[config.mk]
export PLATFORM = sky130hd
export DESIGN_NAME = nand_op_scheduler
export DESIGN_NICKNAME = d
export VERILOG_FILES = /design/src/rtl/nand_op_scheduler_pkg.sv /design/src/rtl/nand_op_scheduler_rr_arbiter_4.sv /design/src/rtl/nand_op_scheduler.sv
export SDC_FILE = /design/constraint.sdc
export NUM_CORES = 1
export LEC_CHECK = 0
export BUFFER_PORTS_ARGS = -buffer_cell sky130_fd_sc_hd__buf_2
export CAP_MARGIN = 30
export CORE_MARGIN = 5
export CORE_UTILIZATION = 30
export DETAILED_ROUTE_END_ITERATION = 8
export SLEW_MARGIN = 20
export SYNTH_ARGS = -nofsm -noshare
export SYNTH_HDL_FRONTEND = slang
export SYNTH_SLANG_ARGS = --single-unit
[constraint.sdc]
create_clock -name clk -period 4.15 [get_ports clk]
set_input_delay 0.83 -clock clk [delete_from_list [all_inputs] [get_ports clk]]
set_output_delay 0.83 -clock clk [all_outputs]
set_load 0.005 [all_outputs]
[src/rtl/nand_op_scheduler_pkg.sv]
// Shared definitions for the NAND operation scheduler: requester count,
// opcodes, per-opcode NAND step counts, FSM states and step destinations.
package nand_op_scheduler_pkg;

  localparam int unsigned NREQ = 4;

  typedef enum logic [2:0] {
    OP_NAND = 3'b000,
    OP_NOT  = 3'b001,
    OP_AND  = 3'b010,
    OP_OR   = 3'b011,
    OP_NOR  = 3'b100,
    OP_XOR  = 3'b101,
    OP_XNOR = 3'b110,
    OP_RSVD = 3'b111
  } opcode_e;

  // Number of NAND steps per opcode, indexed by opcode value.
  localparam logic [7:0][2:0] STEP_TABLE = {
    3'd1,  // reserved
    3'd5,  // XNOR
    3'd4,  // XOR
    3'd4,  // NOR
    3'd3,  // OR
    3'd2,  // AND
    3'd1,  // NOT
    3'd1   // NAND
  };

  typedef enum logic [1:0] {
    ST_IDLE,
    ST_EXEC,
    ST_DONE
  } state_e;

  // Where the result of the current NAND step is written.
  typedef enum logic [2:0] {
    DST_T,
    DST_U,
    DST_V,
    DST_R,
    DST_ZERO
  } dst_e;

  function automatic logic [2:0] step_count(input opcode_e o);
    return STEP_TABLE[o];
  endfunction

endpackage

[src/rtl/nand_op_scheduler_rr_arbiter_4.sv]
// Four-way round-robin selector: search begins one past the last winner.
module rr_arbiter_4
  import nand_op_scheduler_pkg::*;
(
  input  logic [NREQ-1:0] req,
  input  logic [1:0]      pointer,
  output logic [NREQ-1:0] grant,
  output logic [1:0]      index
);

  logic       found;
  logic [1:0] cand;

  // Walk requesters from pointer+1 around to pointer; first active one wins.
  always_comb begin
    grant = '0;
    index = '0;
    found = 1'b0;
    cand  = '0;
    for (int unsigned k = 1; k <= 4; k++) begin
      cand = pointer + k[1:0];
      if (!found && req[cand]) begin
        found       = 1'b1;
        grant[cand] = 1'b1;
        index       = cand;
      end
    end
  end

endmodule

[src/rtl/nand_op_scheduler.sv]
// Shared single-NAND execution unit: arbitrates among requesters and builds
// each logic operation from a sequence of one NAND evaluation per cycle.
module nand_op_scheduler #(
  parameter int unsigned NREQ = nand_op_scheduler_pkg::NREQ
) (
  input  logic              clk,
  input  logic              rst,
  input  logic [NREQ-1:0]   req,
  input  logic [3*NREQ-1:0] op,
  input  logic [NREQ-1:0]   a,
  input  logic [NREQ-1:0]   b,
  output logic [NREQ-1:0]   grant,
  output logic              busy,
  output logic              done,
  output logic [1:0]        done_id,
  output logic              y,
  output logic              err
);

  import nand_op_scheduler_pkg::*;

  state_e          state_q, state_d;
  logic [NREQ-1:0] grant_q, grant_d;
  logic [1:0]      ptr_q, ptr_d;
  logic [1:0]      idx_q, idx_d;
  opcode_e         op_q, op_d;
  logic            a_q, a_d, b_q, b_d;
  logic            t_q, t_d, u_q, u_d, v_q, v_d, r_q, r_d;
  logic [2:0]      cnt_q, cnt_d;
  logic            busy_q, busy_d;
  logic            done_q, done_d;
  logic [1:0]      done_id_q, done_id_d;
  logic            y_q, y_d;
  logic            err_q, err_d;

  logic [NREQ-1:0] arb_gnt;
  logic [1:0]      arb_idx;
  logic [2:0]      op_sel;

  logic            nand_x, nand_y, nand_o;
  dst_e            dst;

  rr_arbiter_4 u_arb (
    .req     (req),
    .pointer (ptr_q),
    .grant   (arb_gnt),
    .index   (arb_idx)
  );

  // Select the operands and destination of this cycle's single NAND step.
  always_comb begin
    nand_x = a_q;
    nand_y = b_q;
    dst    = DST_R;
    case (op_q)
      OP_NAND: ;
      OP_NOT:  nand_y = a_q;
      OP_AND: begin
        case (cnt_q)
          3'd0:    dst = DST_T;
          default: begin nand_x = t_q; nand_y = t_q; end
        endcase
      end
      OP_OR, OP_NOR: begin
        case (cnt_q)
          3'd0:    begin nand_y = a_q; dst = DST_T; end
          3'd1:    begin nand_x = b_q; dst = DST_U; end
          3'd2:    begin nand_x = t_q; nand_y = u_q; end
          default: begin nand_x = r_q; nand_y = r_q; end
        endcase
      end
      OP_XOR, OP_XNOR: begin
        case (cnt_q)
          3'd0:    dst = DST_T;
          3'd1:    begin nand_y = t_q; dst = DST_U; end
          3'd2:    begin nand_x = b_q; nand_y = t_q; dst = DST_V; end
          3'd3:    begin nand_x = u_q; nand_y = v_q; end
          default: begin nand_x = r_q; nand_y = r_q; end
        endcase
      end
      default: dst = DST_ZERO;
    endcase
    nand_o = ~(nand_x & nand_y);
  end

  // FSM next state, operand capture, step execution and result publication.
  always_comb begin
    state_d   = state_q;
    grant_d   = grant_q;
    ptr_d     = ptr_q;
    idx_d     = idx_q;
    op_d      = op_q;
    a_d       = a_q;
    b_d       = b_q;
    t_d       = t_q;
    u_d       = u_q;
    v_d       = v_q;
    r_d       = r_q;
    cnt_d     = cnt_q;
    done_d    = 1'b0;
    err_d     = 1'b0;
    done_id_d = done_id_q;
    y_d       = y_q;
    op_sel    = op[3*int'(arb_idx) +: 3];

    case (state_q)
      ST_IDLE: begin
        if (|req) begin
          state_d = ST_EXEC;
          grant_d = arb_gnt;
          idx_d   = arb_idx;
          ptr_d   = arb_idx;
          op_d    = opcode_e'(op_sel);
          a_d     = a[arb_idx];
          b_d     = b[arb_idx];
          cnt_d   = '0;
        end
      end
      ST_EXEC: begin
        case (dst)
          DST_T:   t_d = nand_o;
          DST_U:   u_d = nand_o;
          DST_V:   v_d = nand_o;
          DST_R:   r_d = nand_o;
          default: r_d = 1'b0;
        endcase
        cnt_d = cnt_q + 3'd1;
        if (cnt_d == step_count(op_q)) state_d = ST_DONE;
      end
      ST_DONE: begin
        // Result is published on leaving DONE so done lands S+1 cycles
        // after the grant edge while grant still covers the DONE cycle.
        state_d   = ST_IDLE;
        grant_d   = '0;
        done_d    = 1'b1;
        done_id_d = idx_q;
        y_d       = r_q;
        err_d     = (op_q == OP_RSVD);
      end
      default: state_d = ST_IDLE;
    endcase

    busy_d = (state_d != ST_IDLE);
  end

  // State and registered outputs; reset abandons any operation in flight.
  always_ff @(posedge clk or posedge rst) begin
    if (rst) begin
      state_q   <= ST_IDLE;
      grant_q   <= '0;
      ptr_q     <= 2'd3;
      idx_q     <= '0;
      op_q      <= OP_NAND;
      a_q       <= 1'b0;
      b_q       <= 1'b0;
      t_q       <= 1'b0;
      u_q       <= 1'b0;
      v_q       <= 1'b0;
      r_q       <= 1'b0;
      cnt_q     <= '0;
      busy_q    <= 1'b0;
      done_q    <= 1'b0;
      done_id_q <= '0;
      y_q       <= 1'b0;
      err_q     <= 1'b0;
    end else begin
      state_q   <= state_d;
      grant_q   <= grant_d;
      ptr_q     <= ptr_d;
      idx_q     <= idx_d;
      op_q      <= op_d;
      a_q       <= a_d;
      b_q       <= b_d;
      t_q       <= t_d;
      u_q       <= u_d;
      v_q       <= v_d;
      r_q       <= r_d;
      cnt_q     <= cnt_d;
      busy_q    <= busy_d;
      done_q    <= done_d;
      done_id_q <= done_id_d;
      y_q       <= y_d;
      err_q     <= err_d;
    end
  end

  assign grant   = grant_q;
  assign busy    = busy_q;
  assign done    = done_q;
  assign done_id = done_id_q;
  assign y       = y_q;
  assign err     = err_q;

endmodule

---- Word level (Yosys, flattened, before mapping) ----
Memory sizes are Yosys's and may differ from the RTL's.
Cells that the tools add are included.
cells by class
  add/sub/neg operators ................... 4
  multipliers ............................. 1
  order comparisons ....................... 10
  equal/unequal tests ..................... 17
  shift-type cells ........................ 1
  muxes and demuxes ....................... 54
  bitwise gates (word level) .............. 6
  reductions and logical operators ........ 31
operator list
  kind                                                                          count
  4-bit two-way mux                                                             5
  3-bit by 2-bit equality test with 1-bit output, second input constant         6
  1-bit two-way mux                                                             17
  2-bit by 3-bit less-than comparator with 1-bit output, second input constant  5
  1-bit one-hot mux with 3 select lines                                         5
  2-bit two-way mux                                                             7
  2-bit AND reduction                                                           7
  1-bit binary-select mux with 2-bit select                                     6
  3-bit equality test, second input constant                                    4
  4-bit bitwise OR                                                              3
  3-bit one-hot mux with 4 select lines                                         1
  12-bit by 5-bit indexed part select with 3-bit output                         1
  2-bit OR reduction                                                            5
  3-bit by 1-bit equality test with 1-bit output, second input constant         3
  3-bit logical NOT                                                             3
  1-bit demux with 2-bit select                                                 4
  2-bit by 1-bit >= comparator with 1-bit output, second input constant         4
  2-bit one-hot mux with 2 select lines                                         2
  4-bit one-hot mux with 2 select lines                                         1
  1-bit logical AND                                                             7
  3-bit two-way mux                                                             2
  2-bit one-hot mux with 3 select lines                                         1
  3-bit one-hot mux with 2 select lines                                         1
  2-bit nonzero test                                                            3
  17 further kinds                                                              21
storage, ports and cells
  flip-flop bits (word level) ............. 28
  ROM bits ................................ 24
  input bits .............................. 26
  output and inout bits ................... 10
  logic and storage cells ................. 142
  memories kept ........................... 1
memory list
  memory            words  bits a word  read ports  clocked after memory_dff  write ports  RTL line                     RTL
  (name not given)  8      3            1           0                         0            nand_op_scheduler_pkg.sv:46  return STEP_TABLE[o];

---- Logic depth before layout (Yosys ltp) ----
Gate-level depths: netlist of run 1.
  word-level depth ........................ 15
  mapped depth ............................ 11
  depth with buffers taken out ............ 8

---- Modules after synthesis ----
Synthesis of run 1 repeated with hierarchy kept, for this count alone.
second synthesis, totals
  cells, all modules ...................... 253
  area, all modules ....................... 2,329.7 sq um
by module, submodules not included
  module             instances  cells an instance  area an instance (sq um)  sequential area each (sq um)
  nand_op_scheduler  1          185                1,784.2                   703.2
  rr_arbiter_4       1          68                 545.5                     0.0

---- Worst setup path after synthesis of run 1 ----
OpenSTA, ideal clock, no wires.
  path type ............................... register to register
  start point ............................. register ptr_q[1]
  end point ............................... register b_q
  library setup time ...................... 0.137 ns
  arrival time ............................ 2.884 ns
  data required time ...................... 4.013 ns
  slack ................................... 1.129 ns
  cell stages (with the launch flop) ...... 12
  path buffers ............................ 3
  clock period less this slack ............ 3.021 ns
  path through ............................ dfstp_2 -> buf_2 -> inv_1 -> ha_1 -> buf_6 -> mux4_2 -> nor2b_4 -> or2_1 -> buf_6 -> o221a_1 -> o311ai_2 -> o211ai_2
between the ends
  cells in the longest elaborated chain, start to end .. 15
  elaborated cells between the ends (all ways) .. 26
  those cells by class .................... add/sub: 3; mux: 17; reduce/logical: 6
ends and longest elaborated chain
  item                                         RTL line                              RTL
  start: declaration                           nand_op_scheduler.sv:24               logic [1:0] ptr_q, ptr_d;
  start signal: assignment                     nand_op_scheduler.sv:169              ptr_q <= ptr_d;
  2-bit by 1-bit adder with 2-bit output       nand_op_scheduler_rr_arbiter_4.sv:21  cand = pointer + k[1:0];
  1-bit binary-select mux with 2-bit select    nand_op_scheduler_rr_arbiter_4.sv:22  if (!found && req[cand]) begin
  1-bit two-way mux (implied by the code)      nand_op_scheduler_rr_arbiter_4.sv:22
  1-bit two-way mux                            nand_op_scheduler_rr_arbiter_4.sv:22
  1-bit logical NOT                            nand_op_scheduler_rr_arbiter_4.sv:22
  1-bit logical AND                            nand_op_scheduler_rr_arbiter_4.sv:22
  1-bit two-way mux                            nand_op_scheduler_rr_arbiter_4.sv:22
  1-bit logical NOT                            nand_op_scheduler_rr_arbiter_4.sv:22
  1-bit logical AND                            nand_op_scheduler_rr_arbiter_4.sv:22
  1-bit two-way mux                            nand_op_scheduler_rr_arbiter_4.sv:22
  1-bit logical NOT                            nand_op_scheduler_rr_arbiter_4.sv:22
  1-bit logical AND                            nand_op_scheduler_rr_arbiter_4.sv:22
  2-bit two-way mux *                          nand_op_scheduler_rr_arbiter_4.sv:22
  1-bit binary-select mux with 2-bit select *  nand_op_scheduler.sv:115              b_d = b[arb_idx];
  1-bit two-way mux (implied by the code) *    nand_op_scheduler.sv:115
  end signal: assignment                       nand_op_scheduler.sv:155              b_q <= 1'b0;
  end signal: assignment                       nand_op_scheduler.sv:173              b_q <= b_d;
  end: declaration                             nand_op_scheduler.sv:27               logic a_q, a_d, b_q, b_d;
Every way passes the cells marked *; elsewhere a longest branch is shown, timed or not. The select of a mux whose other input is x is not followed.
A chain may end at the register's enable or synchronous reset.

---- Worst setup path in the final report of run 1 ----
Ends and elaborated chain as after synthesis.

==> results of run 1 <==
## tightest hold or removal path, stage by stage (launching register included)
cell	delay (ps)
sky130_fd_sc_hd__dfrtp_1	360
sky130_fd_sc_hd__nand3_1	60
sky130_fd_sc_hd__o21ai_0	60
## power by group through the flow
stage	sequential, W	clock (W)	combinational [W]
global route	0.000571	0.000192	0.00178
floorplan	0.000478	0	0.00139
detailed placement	0.000551	0	0.00159
finish	0.000546	0.000177	0.00159
CTS	0.000546	0.000179	0.00159
global placement	0.000546	0	0.00156
## registers in the layout (all words and copies together), names as in the netlist
| register | count |
|---|---|
| cnt_q | 3 |
| done | 1 |
| v_q | 1 |
| u_q | 1 |
| grant | 4 |
| op_q | 3 |
| a_q | 1 |
| done_id | 2 |
| idx_q | 2 |
| r_q | 1 |
| busy | 1 |
| t_q | 1 |
| err | 1 |
| y | 1 |
| ptr_q | 2 |
| state_q | 2 |
| b_q | 1 |
## cell families after synthesis
kind of cell,synth area share (%)
adder cells (fa/ha/maj),6.67
buffers and inverters,6.21
flip-flops,28.8
multiplexers,11.0
XOR/XNOR,1.44
AND/OR/NAND/NOR,17.0
AO/OA/AOI/OAI,28.8
## cells in the mapped netlist, drive strengths merged, types with 3 or more instances
cell type  instances
nand2b             3
nand2             23
ha                13
a211oi             4
dfrtp             26
o21ai             16
mux4               4
nor2              18
inv               18
mux2               6
a22oi              8
o22ai              6
a21o               6
o21a               3
o211ai             9
or2                5
nor2b              5
a21oi             10
nor3               4
buf                5
mux2i             11
nand3             10
o221a              3
a221oi             6
clkbuf             9
## area by class of cell
type / instances / area, sq um
clock buffer: 4 / 55.1
fill: 821 / 5070
inverter: 18 / 67.6
multi-input combinational: 208 / 1580
sequential: 28 / 703
tap: 102 / 128
timing repair buffer: 37 / 198
## through the flow
stage	area [sq um]	worst slack [ps]	util, %	instances	power, W
CTS	2740	864	35.0	397	0.00232
floorplan	2440	1130	-	268	0.00187
finish	2740	869	35.0	397	0.00231
detailed placement	2680	875	34.3	393	0.00214
global route	2740	676	35.0	397	0.00254
global placement	2670	947	34.1	392	0.00211
## path summary, 6_finish.rpt
kind                                from  endpoint  slack [ps]  cells past startpoint
min in group asynchronous            rst  cnt_q[2]         550                      2
max in group asynchronous            rst  ptr_q[1]        3040                      3
worst min-delay path            grant[3]  grant[3]         510                      2
worst max-delay path            ptr_q[1]       b_q         870                      8
worst max register to register  ptr_q[1]       b_q         870                      8
worst min register to register  grant[3]  grant[3]         510                      2
## per-layer routing
layer	share of wire, %	track usage, %	up-vias	routed length, um
met3	5.8	2.29	4	342
li1	-	-	1049	-
met1	46	16.6	1024	2720
met2	48	20.4	58	2840
met4	0.51	2.07	0	30
met5	0	0	-	0
==> results by group, run 1 <==
Critical path
  – Critical Path End Type: flop
  – Master of the slowest instance on the critical path: sky130_fd_sc_hd__dfstp_2
  – Crit Path Category: flop to flop
  – Buf/Inv on CP: 1
  – Cell-by-cell listing of the critical path: inv_1 -> ha_1 -> mux4_2 -> nor2b_4 -> or2_1 -> o221a_1 -> o311ai_2 -> o211ai_2
  – Largest delay contributor family on the critical path: flip-flops
  – Critical Path Start Type: flop
  – Data required time of the critical path: 4310 ps
  – Arrival time worst endpoint: 3440 ps
  – Worst stage delay on the critical path: 680 ps
  – Highest net fanout along the worst path: 12

Place
  – Final GP Congestion: ~0.8
  – Quantity of I/O buffers inserted on ports: 35
  – Detail Placement HPWL: 4.69 mm

Clock network
  – TritonCTS clock tree: built
  – Clock Tree Buf Depth: 2
  – Post-CTS setup buffers: 0
  – Root Buffer: sky130_fd_sc_hd__clkbuf_8
  – Post-CTS clock slew at the launch and capture registers of the worst setup and hold paths: 100 ps
  – Number of sinks on the clock net: 28
  – Clock latency on the worst-skew pair: around 280 ps
  – Clock buffers created by TritonCTS: 3
  – Cells resized by post-CTS repair: 0
  – CTS Hold Buffers Added: 0
  – Depth of the CTS H-tree: 1

GRT
  – Total track usage: 12.2%
  – Antenna violations before repair: 0
  – Overflow after GRT: 0
  – Global-route wire length before repair: between 10 and 15 mm
  – Largest net degree at the start of global routing: 23
  – Via count of the first global-routing pass: approximately 2100

Synthesis
  – Proportion of register bits with asynchronous set or reset after synthesis: 100%
  – Top post-synthesis cells by area: sky130_fd_sc_hd__dfrtp_1 (27%), sky130_fd_sc_hd__ha_1 (6.7%), sky130_fd_sc_hd__mux2i_1 (4.5%), sky130_fd_sc_hd__mux4_2 (3.7%), sky130_fd_sc_hd__nand2_1 (3.5%)
  – Post-synthesis instance area: between 2000 and 2500 sq um
  – Post-Synthesis Cells: around 270
  – Post-Syn Area per Cell: 9.10 sq um
  – Number of synthesized flops with an enable pin: 0
  – Library cell with the largest summed area after synthesis: sky130_fd_sc_hd__dfrtp_1
  – Number of warning messages in the yosys log: 0
  – #FFs+latches synth: 28
  – Post-Syn Nets: 307
  – Synth top area share: a little over a quarter
  – Sequential fraction of the synthesis area: slightly below 30%
  – Unique masters post-synth: 64
  – Flip-flop cell with the highest count after synthesis: sky130_fd_sc_hd__dfrtp_1

Floorplanning
  – Number of core rows: 32
  – Die height: 100 um
  – Die boundary width: 100 um
  – Initial standard-cell utilization of the core: 31.2%
  – Die ar.: around 10000 sq um
  – Top-level port count: 36
  – Area of the placeable core: 7810 sq um

Pwr
  – Switch share: between 40% and 50%
  – Clock network power share: 7.6%
  – Leakage power summed over all cells: about 1.2 nW
  – Peak supply drop: 0.000342 V
  – Switching pwr: 0.00111 W
  – Fraction of power consumed by sequential logic: 23.6%
  – Internal power: 0.00120 W
  – Power Density: 845 nW/um^2
  – Combinational Power Share: 68.7%

Routing
  – Total wire length: 5.93 mm
  – Number of routed nets with antenna violations: 0
  – DR DRC count: 0
  – Number of DRC markers after the initial detailed-route iteration: 94
  – First-pass DRT Iterations: 4
  – Routed length per instance: 14.9 um
  – Vias per Instance: 5.38
  – Via count of the routed design: 2135

STA
  – Final setup skew: 3.72 ps
  – Final setup violating endpoints: 0
  – Final Critical Period: 3280 ps
  – Slew Limit Fails: 0
  – Slew @ Worst Pin: 872 ps
  – Hold Slack: approximately 510 ps
  – RSZ-0062 raised after global routing: false
  – Count of endpoints failing hold in the final timing report: 0
  – Setup TNS Final: 0 ps
  – Share of the clock period used by the worst path: around 79%
  – Fmax achieved: roughly 300 MHz
  – Tightest slew margin relative to the limit: around two fifths

Run
  – Max Cap Viol: 0

Final layout
  – Highest-count cells in the layout ignoring fill and taps: sky130_fd_sc_hd__buf_2 (35), sky130_fd_sc_hd__dfrtp_1 (26), sky130_fd_sc_hd__nand2_1 (23), sky130_fd_sc_hd__nor2_1 (18), sky130_fd_sc_hd__inv_1 (17)
  – Most common cell after layout, fill and taps aside: sky130_fd_sc_hd__buf_2
  – Number of nets in the layout: between 300 and 400
  – Fraction of layout cells with a size suffix above 1: between 20% and 30%
  – Layout overhead on the synthesized area: 12.2%
  – Antenna diode instance count: 0

Min path
  – Hold WC Path Type: flop to flop

Outcome
  – Run status: completed
Power figures use the tool's default switching activity.
==> run 2, diff against run 1 <==
--- a/config.mk
+++ b/config.mk
@@ -5,6 +5,7 @@
 export SDC_FILE = /design/constraint.sdc
 export NUM_CORES = 1
 export LEC_CHECK = 0
+export ABC_AREA = 1
 export BUFFER_PORTS_ARGS = -buffer_cell sky130_fd_sc_hd__buf_2
 export CAP_MARGIN = 30
 export CORE_MARGIN = 5
==> constraint.sdc (replaced) <==
create_clock -name clk -period 2.8 [get_ports clk]
set_input_delay 0.56 -clock clk [delete_from_list [all_inputs] [get_ports clk]]
set_output_delay 0.56 -clock clk [all_outputs]
set_load 0.005 [all_outputs]
==> results by group, run 2 <==
Synthesis
  – Top post-synthesis cells by area: sky130_fd_sc_hd__dfrtp_1 (31%), sky130_fd_sc_hd__nand2_1 (19%), sky130_fd_sc_hd__nand3_1 (9.2%), sky130_fd_sc_hd__ha_1 (7.7%), sky130_fd_sc_hd__o21ai_0 (6.9%) (was sky130_fd_sc_hd__dfrtp_1 (27%), sky130_fd_sc_hd__ha_1 (6.7%), sky130_fd_sc_hd__mux2i_1 (4.5%), sky130_fd_sc_hd__mux4_2 (3.7%), sky130_fd_sc_hd__nand2_1 (3.5%))
  – Library cell with the largest summed area after synthesis: sky130_fd_sc_hd__dfrtp_1 (unchanged)
  – Top cell types by occurrence after synthesis: sky130_fd_sc_hd__nand2_1 (107), sky130_fd_sc_hd__nand3_1 (39), sky130_fd_sc_hd__inv_1 (38), sky130_fd_sc_hd__o21ai_0 (29), sky130_fd_sc_hd__dfrtp_1 (26) (was sky130_fd_sc_hd__dfrtp_1 (26), sky130_fd_sc_hd__nand2_1 (23), sky130_fd_sc_hd__nor2_1 (18), sky130_fd_sc_hd__inv_1 (17), sky130_fd_sc_hd__o21ai_0 (15))
  – Post-Synthesis Cells: 316 (was 268)
  – Number of synthesized flops with an enable pin: 0 (unchanged)
  – Unique masters post-synth: 28 (was 64)
  – Post-Syn Area per Cell: 6.68 sq um (was 9.10 sq um)
  – Proportion of register bits with asynchronous set or reset after synthesis: 100% (unchanged)
  – Most repeated cell in the gate-level netlist after synthesis: sky130_fd_sc_hd__nand2_1 (was sky130_fd_sc_hd__dfrtp_1)
  – Sequential fraction of the synthesis area: 33.3% (was 28.8%)
  – Post-synthesis instance area: 2110 sq um (was 2440 sq um)
  – Number of warning messages in the yosys log: 0 (unchanged)
  – #FFs+latches synth: 28 (unchanged)
  – Synth top area share: 30.8% (was 26.7%)
  – Flip-flop cell with the highest count after synthesis: sky130_fd_sc_hd__dfrtp_1 (unchanged)
  – Post-Syn Nets: 355 (was 307)

Critical path
  – Reg-to-Reg Start: ptr_q[0] (was ptr_q[1])
  – Highest net fanout along the worst path: 12 (unchanged)
  – Data required time of the critical path: 2980 ps (was 4310 ps)
  – Worst setup path endpoint: op_q[0] (was b_q)
  – Stages on worst setup path: 13 (was 8)
  – Largest delay contributor family on the critical path: simple AND/OR/NAND/NOR gates (was flip-flops)
  – Top cell by count, worst path: sky130_fd_sc_hd__nand2_1
  – Crit Path Category: flop to flop (unchanged)
  – Capture point of the worst reg-to-reg path: op_q[0] (was b_q)
  – Buf/Inv on CP: 2 (was 1)
  – Critical Path Start Type: flop (unchanged)
  – Critical path launch point: ptr_q[0] (was ptr_q[1])
  – Setup slack of the most critical reg-to-reg path: 290 ps (was 870 ps)
  – Worst stage delay on the critical path: 650 ps (was 680 ps)
  – Master of the slowest instance on the critical path: sky130_fd_sc_hd__dfstp_2 (unchanged)
  – Cell-by-cell listing of the critical path: inv_2 -> ha_1 -> inv_1 -> nand3_1 -> nand2_1 -> nor2_2 -> nand2_2 -> nand2_2 -> nand2_2 -> nand2_1 -> nand2_1 -> nand2_1 -> nand3_1 (was inv_1 -> ha_1 -> mux4_2 -> nor2b_4 -> or2_1 -> o221a_1 -> o311ai_2 -> o211ai_2)
  – Critical Path End Type: flop (unchanged)
  – R2r worst-path depth: 13 (was 8)
  – Arrival time worst endpoint: 2690 ps (was 3440 ps)

STA
  – Tightest slew margin relative to the limit: 70.9% (was 41.1%)
  – RSZ-0062 raised after global routing: false (unchanged)
  – Slew @ Worst Pin: 432 ps (was 872 ps)
  – Final Critical Period: 2510 ps (was 3280 ps)
  – Fmax achieved: 399 MHz (was 305 MHz)
  – Count of endpoints failing hold in the final timing report: 0 (unchanged)
  – Share of the clock period used by the worst path: 89.5% (was 79.1%)
  – Post-layout worst setup margin: 294 ps (was 869 ps)
  – Final setup violating endpoints: 0 (unchanged)
  – Final setup skew: 10.3 ps (was 3.72 ps)
  – Setup TNS Final: 0 ps (unchanged)
  – Slew Limit Fails: 0 (unchanged)

Clock network
  – Number of sinks on the clock net: 28 (unchanged)
  – TritonCTS clock tree: built (unchanged)
  – Clock latency on the worst-skew pair: 280 ps (about the same)
  – Depth of the CTS H-tree: 1 (unchanged)
  – Post-CTS clock slew at the launch and capture registers of the worst setup and hold paths: 100 ps (about the same)
  – Clock buffers created by TritonCTS: 3 (unchanged)
  – Root Buffer: sky130_fd_sc_hd__clkbuf_8 (unchanged)
  – CTS Hold Buffers Added: 0 (unchanged)
  – Clock Tree Buf Depth: 2 (unchanged)

GRT
  – Largest net degree at the start of global routing: 29 (was 23)
  – Global-route wire length before repair: 8.91 mm (was 10.2 mm)
  – Via count of the first global-routing pass: 2031 (was 2079)
  – Total track usage: 12.1% (was 12.2%)
  – Antenna violations before repair: 0 (unchanged)
  – Overflow after GRT: 0 (unchanged)

Floorplanning
  – Initial standard-cell utilization of the core: 30.9% (was 31.2%)
  – Area of the placeable core: 6830 sq um (was 7810 sq um)
  – Number of core rows: 30 (was 32)
  – Die ar.: 8820 sq um (was 10000 sq um)
  – Die boundary width: 93.9 um (was 100 um)
  – Die height: 93.9 um (was 100 um)
  – Top-level port count: 36 (unchanged)

Final layout
  – Fin util: 36.7% (was 35.0%)
  – Post-route cell area: 2510 sq um (was 2740 sq um)
  – Antenna diode instance count: 0 (unchanged)
  – Most common cell after layout, fill and taps aside: sky130_fd_sc_hd__nand2_1 (was sky130_fd_sc_hd__buf_2)
  – Footprint of the multi-input gates: 1240 sq um (was 1580 sq um)
  – Highest-count cells in the layout ignoring fill and taps: sky130_fd_sc_hd__nand2_1 (107), sky130_fd_sc_hd__nand3_1 (39), sky130_fd_sc_hd__inv_1 (38), sky130_fd_sc_hd__buf_2 (35), sky130_fd_sc_hd__o21ai_0 (29) (was sky130_fd_sc_hd__buf_2 (35), sky130_fd_sc_hd__dfrtp_1 (26), sky130_fd_sc_hd__nand2_1 (23), sky130_fd_sc_hd__nor2_1 (18), sky130_fd_sc_hd__inv_1 (17))
  – Area used by sequential logic in the layout: 703 sq um (unchanged)
  – Fraction of layout cells with a size suffix above 1: 17.6% (was 25.1%)
  – Fill cells: 749 (was 821)
  – Flip-flop count of the largest register after layout: 4 (unchanged)
  – Number of nets in the layout: 398 (was 335)
  – Layout overhead on the synthesized area: 18.7% (was 12.2%)

Min path
  – Hold WC Path Type: input port to asynchronous set/reset pin (was flop to flop)

Routing
  – Via count of the routed design: 2063 (was 2135)
  – Total wire length: 5.11 mm (was 5.93 mm)
  – First-pass DRT Iterations: 4 (unchanged)
  – DR DRC count: 0 (unchanged)
  – Number of DRC markers after the initial detailed-route iteration: 73 (was 94)
  – Number of routed nets with antenna violations: 0 (unchanged)
  – Vias per Instance: 4.54 (was 5.38)
  – Routed length per instance: 11.3 um (was 14.9 um)

Place
  – Detail Placement HPWL: 4.05 mm (was 4.69 mm)
  – Pre-CTS WS: 301 ps (was 875 ps)
  – DP Area: 2410 sq um (was 2680 sq um)
  – Final GP Congestion: 0.888 (was 0.815)
  – Quantity of I/O buffers inserted on ports: 35 (unchanged)

Pwr
  – Leakage power summed over all cells: 1.34 nW (was 1.23 nW)
  – Peak supply drop: 0.000716 V (was 0.000342 V)
  – Power Density: 1290 nW/um^2 (was 845 nW/um^2)

Outcome
  – Run status: completed (unchanged)

Run
  – Max Cap Viol: 0 (unchanged)
-- run 2: changes by cell type after synthesis, sizes merged, moves of 8 or more --
cell    before  now
a22oi        8    0
o21ai       16   29
inv         18   39
clkbuf       9    1
nand2       23  116
nand3       10   41
mux2i       11    0
-- run 2: what timing repair did --
| action | 4_1_cts | 5_1_grt |
|---|---|---|
| buffers inserted | 0 | 3 |
| endpoints found under the hold margin | 0 | 0 |
| endpoints found under the setup margin | 0 | 2 |
| gates resized for setup | 0 | 0 |
-- run 2: stage by stage --
stage / power (W) / hold slack (ps) / cells
final: 0.00323 / 324 / 454
after global routing: 0.00361 / 368 / 454
after CTS: 0.00318 / 335 / 451
after detailed placement: 0.00285 / 437 / 447
after global placement: 0.00281 / 438 / 447
after floorplan: 0.00237 / 421 / 316
-- run 2: per-layer routing --
metal	track usage, %	vias up	wire [um]
met4	2.41	0	34
met5	0	-	0
met1	16.3	909	2540
li1	-	1100	-
met2	20.2	50	2270
met3	2.48	4	257
-- run 2: layout make-up --
cell class	instances	area share, %
clock buffer	3	1.65
clock inverter	1	1.20
inverter	39	5.84
multi-input combinational	246	49.7
sequential	28	28.1
tap	96	4.79
timing repair buffer	41	8.79
-- run 2: how the worst min path moves through the flow --
stage                    start          to  slack, ps
floorplan           state_q[1]  state_q[1]        420
global placement    state_q[1]  state_q[1]        440
detailed placement  state_q[1]  state_q[1]        440
CTS                        rst    grant[0]        340
global route               rst    grant[2]        370
finish                     rst    idx_q[1]        320
-- run 2: cell families (layout without fill, tap and decap cells) --
logic type,Yosys count,count (layout),synth area share [%]
adders and majority gates,13,13,7.70
buffers and inverters,42,84,7.76
DFF,28,28,33.3
and+or+nand+nor,189,189,39.8
AOI/OAI and AO/OA,42,42,10.6
xor gates and xnor gates,2,2,0.830
-- run 2: worst min-delay path, delay by kind of cell --
family | cells | cell delay, ps
buffers and inverters | 3 | 460
-- run 2: report_power, final --
part | switching (W) | leakage, nW | internal [W]
Sequential | 0.000161 | 0.348 | 0.000595
Combinational | 0.00137 | 0.960 | 0.000773
Clock | 0.000133 | 0.0357 | 0.000192
==> run 3, diff against run 2 <==
==> constraint.sdc (replaced) <==
create_clock -name clk -period 2.4 [get_ports clk]
set_input_delay 0.48 -clock clk [delete_from_list [all_inputs] [get_ports clk]]
set_output_delay 0.48 -clock clk [all_outputs]
set_load 0.005 [all_outputs]
==> results by group, run 3 (synthesis gave the netlist of run 2 again) <==
Outcome
  – Run status: completed (unchanged)

STA
  – Fmax achieved: 467 MHz (was 399 MHz)
  – Slew @ Worst Pin: 736 ps (was 432 ps)
  – Count of endpoints failing hold in the final timing report: 0 (unchanged)
  – RSZ-0062 raised after global routing: false (unchanged)
  – Slew Limit Fails: 0 (unchanged)
  – Final setup skew: 8.98 ps (was 10.3 ps)
  – Setup TNS Final: 0 ps (unchanged)
  – Final setup violating endpoints: 0 (unchanged)
  – Final Critical Period: 2140 ps (was 2510 ps)
  – Tightest slew margin relative to the limit: 50.9% (was 70.9%)
  – Share of the clock period used by the worst path: 89.2% (was 89.5%)

Place
  – Detail Placement HPWL: 4.09 mm (was 4.05 mm)
  – Final GP Congestion: 0.846 (was 0.888)
  – Quantity of I/O buffers inserted on ports: 35 (unchanged)
  – Total instance count after detailed placement: 452 (was 447)

Floorplanning
  – Die boundary width: 93.9 um (unchanged)
  – Number of core rows: 30 (unchanged)
  – Top-level port count: 36 (unchanged)
  – Initial standard-cell utilization of the core: 30.9% (unchanged)
  – Die height: 93.9 um (unchanged)
  – Die ar.: 8820 sq um (unchanged)
  – Area of the placeable core: 6830 sq um (unchanged)

GRT
  – Overflow after GRT: 0 (unchanged)
  – Largest net degree at the start of global routing: 21 (was 29)
  – Via count of the first global-routing pass: 2077 (was 2031)
  – Antenna violations before repair: 0 (unchanged)
  – Global-route wire length before repair: 9.25 mm (was 8.91 mm)
  – Total track usage: 12.5% (was 12.1%)

Routing
  – Number of routed nets with antenna violations: 0 (unchanged)
  – Via count of the routed design: 2067 (was 2063)
  – Total wire length: 5.01 mm (was 5.11 mm)
  – Vias per Instance: 4.52 (was 4.54)
  – Number of DRC markers after the initial detailed-route iteration: 102 (was 73)
  – Routed length per instance: 11.0 um (was 11.3 um)
  – First-pass DRT Iterations: 4 (unchanged)
  – DR DRC count: 0 (unchanged)

Clock network
  – Post-CTS clock slew at the launch and capture registers of the worst setup and hold paths: 100 ps (about the same)
  – Clock Tree Buf Depth: 2 (unchanged)
  – Root Buffer: sky130_fd_sc_hd__clkbuf_8 (unchanged)
  – Number of sinks on the clock net: 28 (unchanged)
  – Depth of the CTS H-tree: 1 (unchanged)
  – TritonCTS clock tree: built (unchanged)
  – CTS Hold Buffers Added: 0 (unchanged)
  – Clock latency on the worst-skew pair: 280 ps (about the same)
  – Clock buffers created by TritonCTS: 3 (unchanged)

Final layout
  – Flip-flop count of the largest register after layout: 4 (unchanged)
  – Fraction of layout cells with a size suffix above 1: 18.3% (was 17.6%)
  – Number of nets in the layout: 401 (was 398)
  – Most common cell after layout, fill and taps aside: sky130_fd_sc_hd__nand2_1 (unchanged)
  – Antenna diode instance count: 0 (unchanged)
  – Layout overhead on the synthesized area: 20.4% (was 18.7%)
  – Highest-count cells in the layout ignoring fill and taps: sky130_fd_sc_hd__nand2_1 (107), sky130_fd_sc_hd__nand3_1 (39), sky130_fd_sc_hd__inv_1 (38), sky130_fd_sc_hd__buf_2 (35), sky130_fd_sc_hd__o21ai_0 (28) (was sky130_fd_sc_hd__nand2_1 (107), sky130_fd_sc_hd__nand3_1 (39), sky130_fd_sc_hd__inv_1 (38), sky130_fd_sc_hd__buf_2 (35), sky130_fd_sc_hd__o21ai_0 (29))
  – Final non-filler cell total: 457 (was 454)

Pwr
  – Power Density: 1490 nW/um^2 (was 1290 nW/um^2)
  – Peak supply drop: 0.000589 V (was 0.000716 V)
  – Power consumption: 0.00379 W (was 0.00323 W)
  – Leakage power summed over all cells: 1.36 nW (was 1.34 nW)

Critical path
  – R2r worst-path depth: 13 (unchanged)
  – Reg-to-Reg Start: ptr_q[1] (was ptr_q[0])
  – Highest net fanout along the worst path: 12 (unchanged)
  – Critical Path End Type: flop (unchanged)
  – Arrival time worst endpoint: 2310 ps (was 2690 ps)
  – Crit Path Category: flop to flop (unchanged)
  – Master of the slowest instance on the critical path: sky130_fd_sc_hd__dfstp_2 (unchanged)
  – Critical Path Start Type: flop (unchanged)
  – Largest delay contributor family on the critical path: simple AND/OR/NAND/NOR gates (unchanged)
  – Buf/Inv on CP: 2 (unchanged)
  – Cell-by-cell listing of the critical path: inv_1 -> ha_1 -> inv_1 -> nand3_2 -> nand2_4 -> nor2_4 -> nand2_2 -> nand2_2 -> nand2_4 -> nand2_1 -> nand2_1 -> nand2_1 -> nand3_1 (was inv_2 -> ha_1 -> inv_1 -> nand3_1 -> nand2_1 -> nor2_2 -> nand2_2 -> nand2_2 -> nand2_2 -> nand2_1 -> nand2_1 -> nand2_1 -> nand3_1)
  – Worst stage delay on the critical path: 540 ps (was 650 ps)
  – Data required time of the critical path: 2570 ps (was 2980 ps)
  – Setup slack of the most critical reg-to-reg path: 260 ps (was 290 ps)
  – Top cell by count, worst path: sky130_fd_sc_hd__nand2_1 (unchanged)
  – Capture point of the worst reg-to-reg path: op_q[1] (was op_q[0])

Min path
  – Hold WC Path Type: input port to asynchronous set/reset pin (unchanged)

Run
  – Max Cap Viol: 0 (unchanged)
==> run 3: changes by cell type in the layout (fill, tap and decap cells not counted), sizes merged <==
cell  delta
buf      +3
==> run 3: through the flow <==
stage	worst slack (ps)	utilization [%]	hold slack [ps]	instance area, sq um
after floorplan	305	-	421	2110
after global placement	262	35.9	436	2450
after detailed placement	199	35.9	446	2450
after CTS	174	36.9	344	2520
after global routing	15.1	37.2	386	2540
final	260	37.2	315	2540
==> run 3: power by group <==
part / total [W] / switching (W) / internal [W]
Combinational: 0.00256 / 0.00164 / 0.000925
Clock: 0.000369 / 0.000145 / 0.000223
Sequential: 0.000853 / 0.000161 / 0.000692
==> run 3: cell type report <==
class / count / area [sq um]
fill: 765 / 4290
multi-input combinational: 246 / 1260
sequential: 28 / 703
timing repair buffer: 44 / 243
inverter: 39 / 146
tap: 96 / 120
clock buffer: 3 / 41.3
clock inverter: 1 / 30.0
==> run 3: repair_timing <==
action,CTS,global route
resized for setup,0,4
endpoints found under the setup margin,0,9
setup buffers,0,1
==> run 3: worst reg2reg max path, stage by stage (launching register included) <==
cell                      delay, ps
sky130_fd_sc_hd__dfstp_2        540
sky130_fd_sc_hd__inv_1           50
sky130_fd_sc_hd__ha_1           320
sky130_fd_sc_hd__inv_1           90
sky130_fd_sc_hd__nand3_2        120
sky130_fd_sc_hd__nand2_4        100
sky130_fd_sc_hd__nor2_4         160
sky130_fd_sc_hd__nand2_2         70
sky130_fd_sc_hd__nand2_2        210
sky130_fd_sc_hd__nand2_4        130
sky130_fd_sc_hd__nand2_1         90
sky130_fd_sc_hd__nand2_1         60
sky130_fd_sc_hd__nand2_1         50
sky130_fd_sc_hd__nand3_1         60
==> run 3: how the worst max path moves through the flow <==
stage	start	depth (start not counted)	end
2_1_floorplan	ptr_q[0]	13	op_q[0]
3_3_place_gp	ptr_q[1]	13	b_q
3_5_place_dp	ptr_q[0]	13	op_q[2]
4_1_cts	ptr_q[0]	13	op_q[2]
5_1_grt	ptr_q[0]	13	op_q[1]
6_report	ptr_q[1]	13	op_q[1]
==> run 3: routing by layer <==
layer	up-vias	GRT usage, %	share of wire [%]
met4	0	2.41	0.42
met2	36	20.1	44
met5	-	0	0
met3	2	2.56	4.2
met1	919	17.5	51
li1	1110	-	-
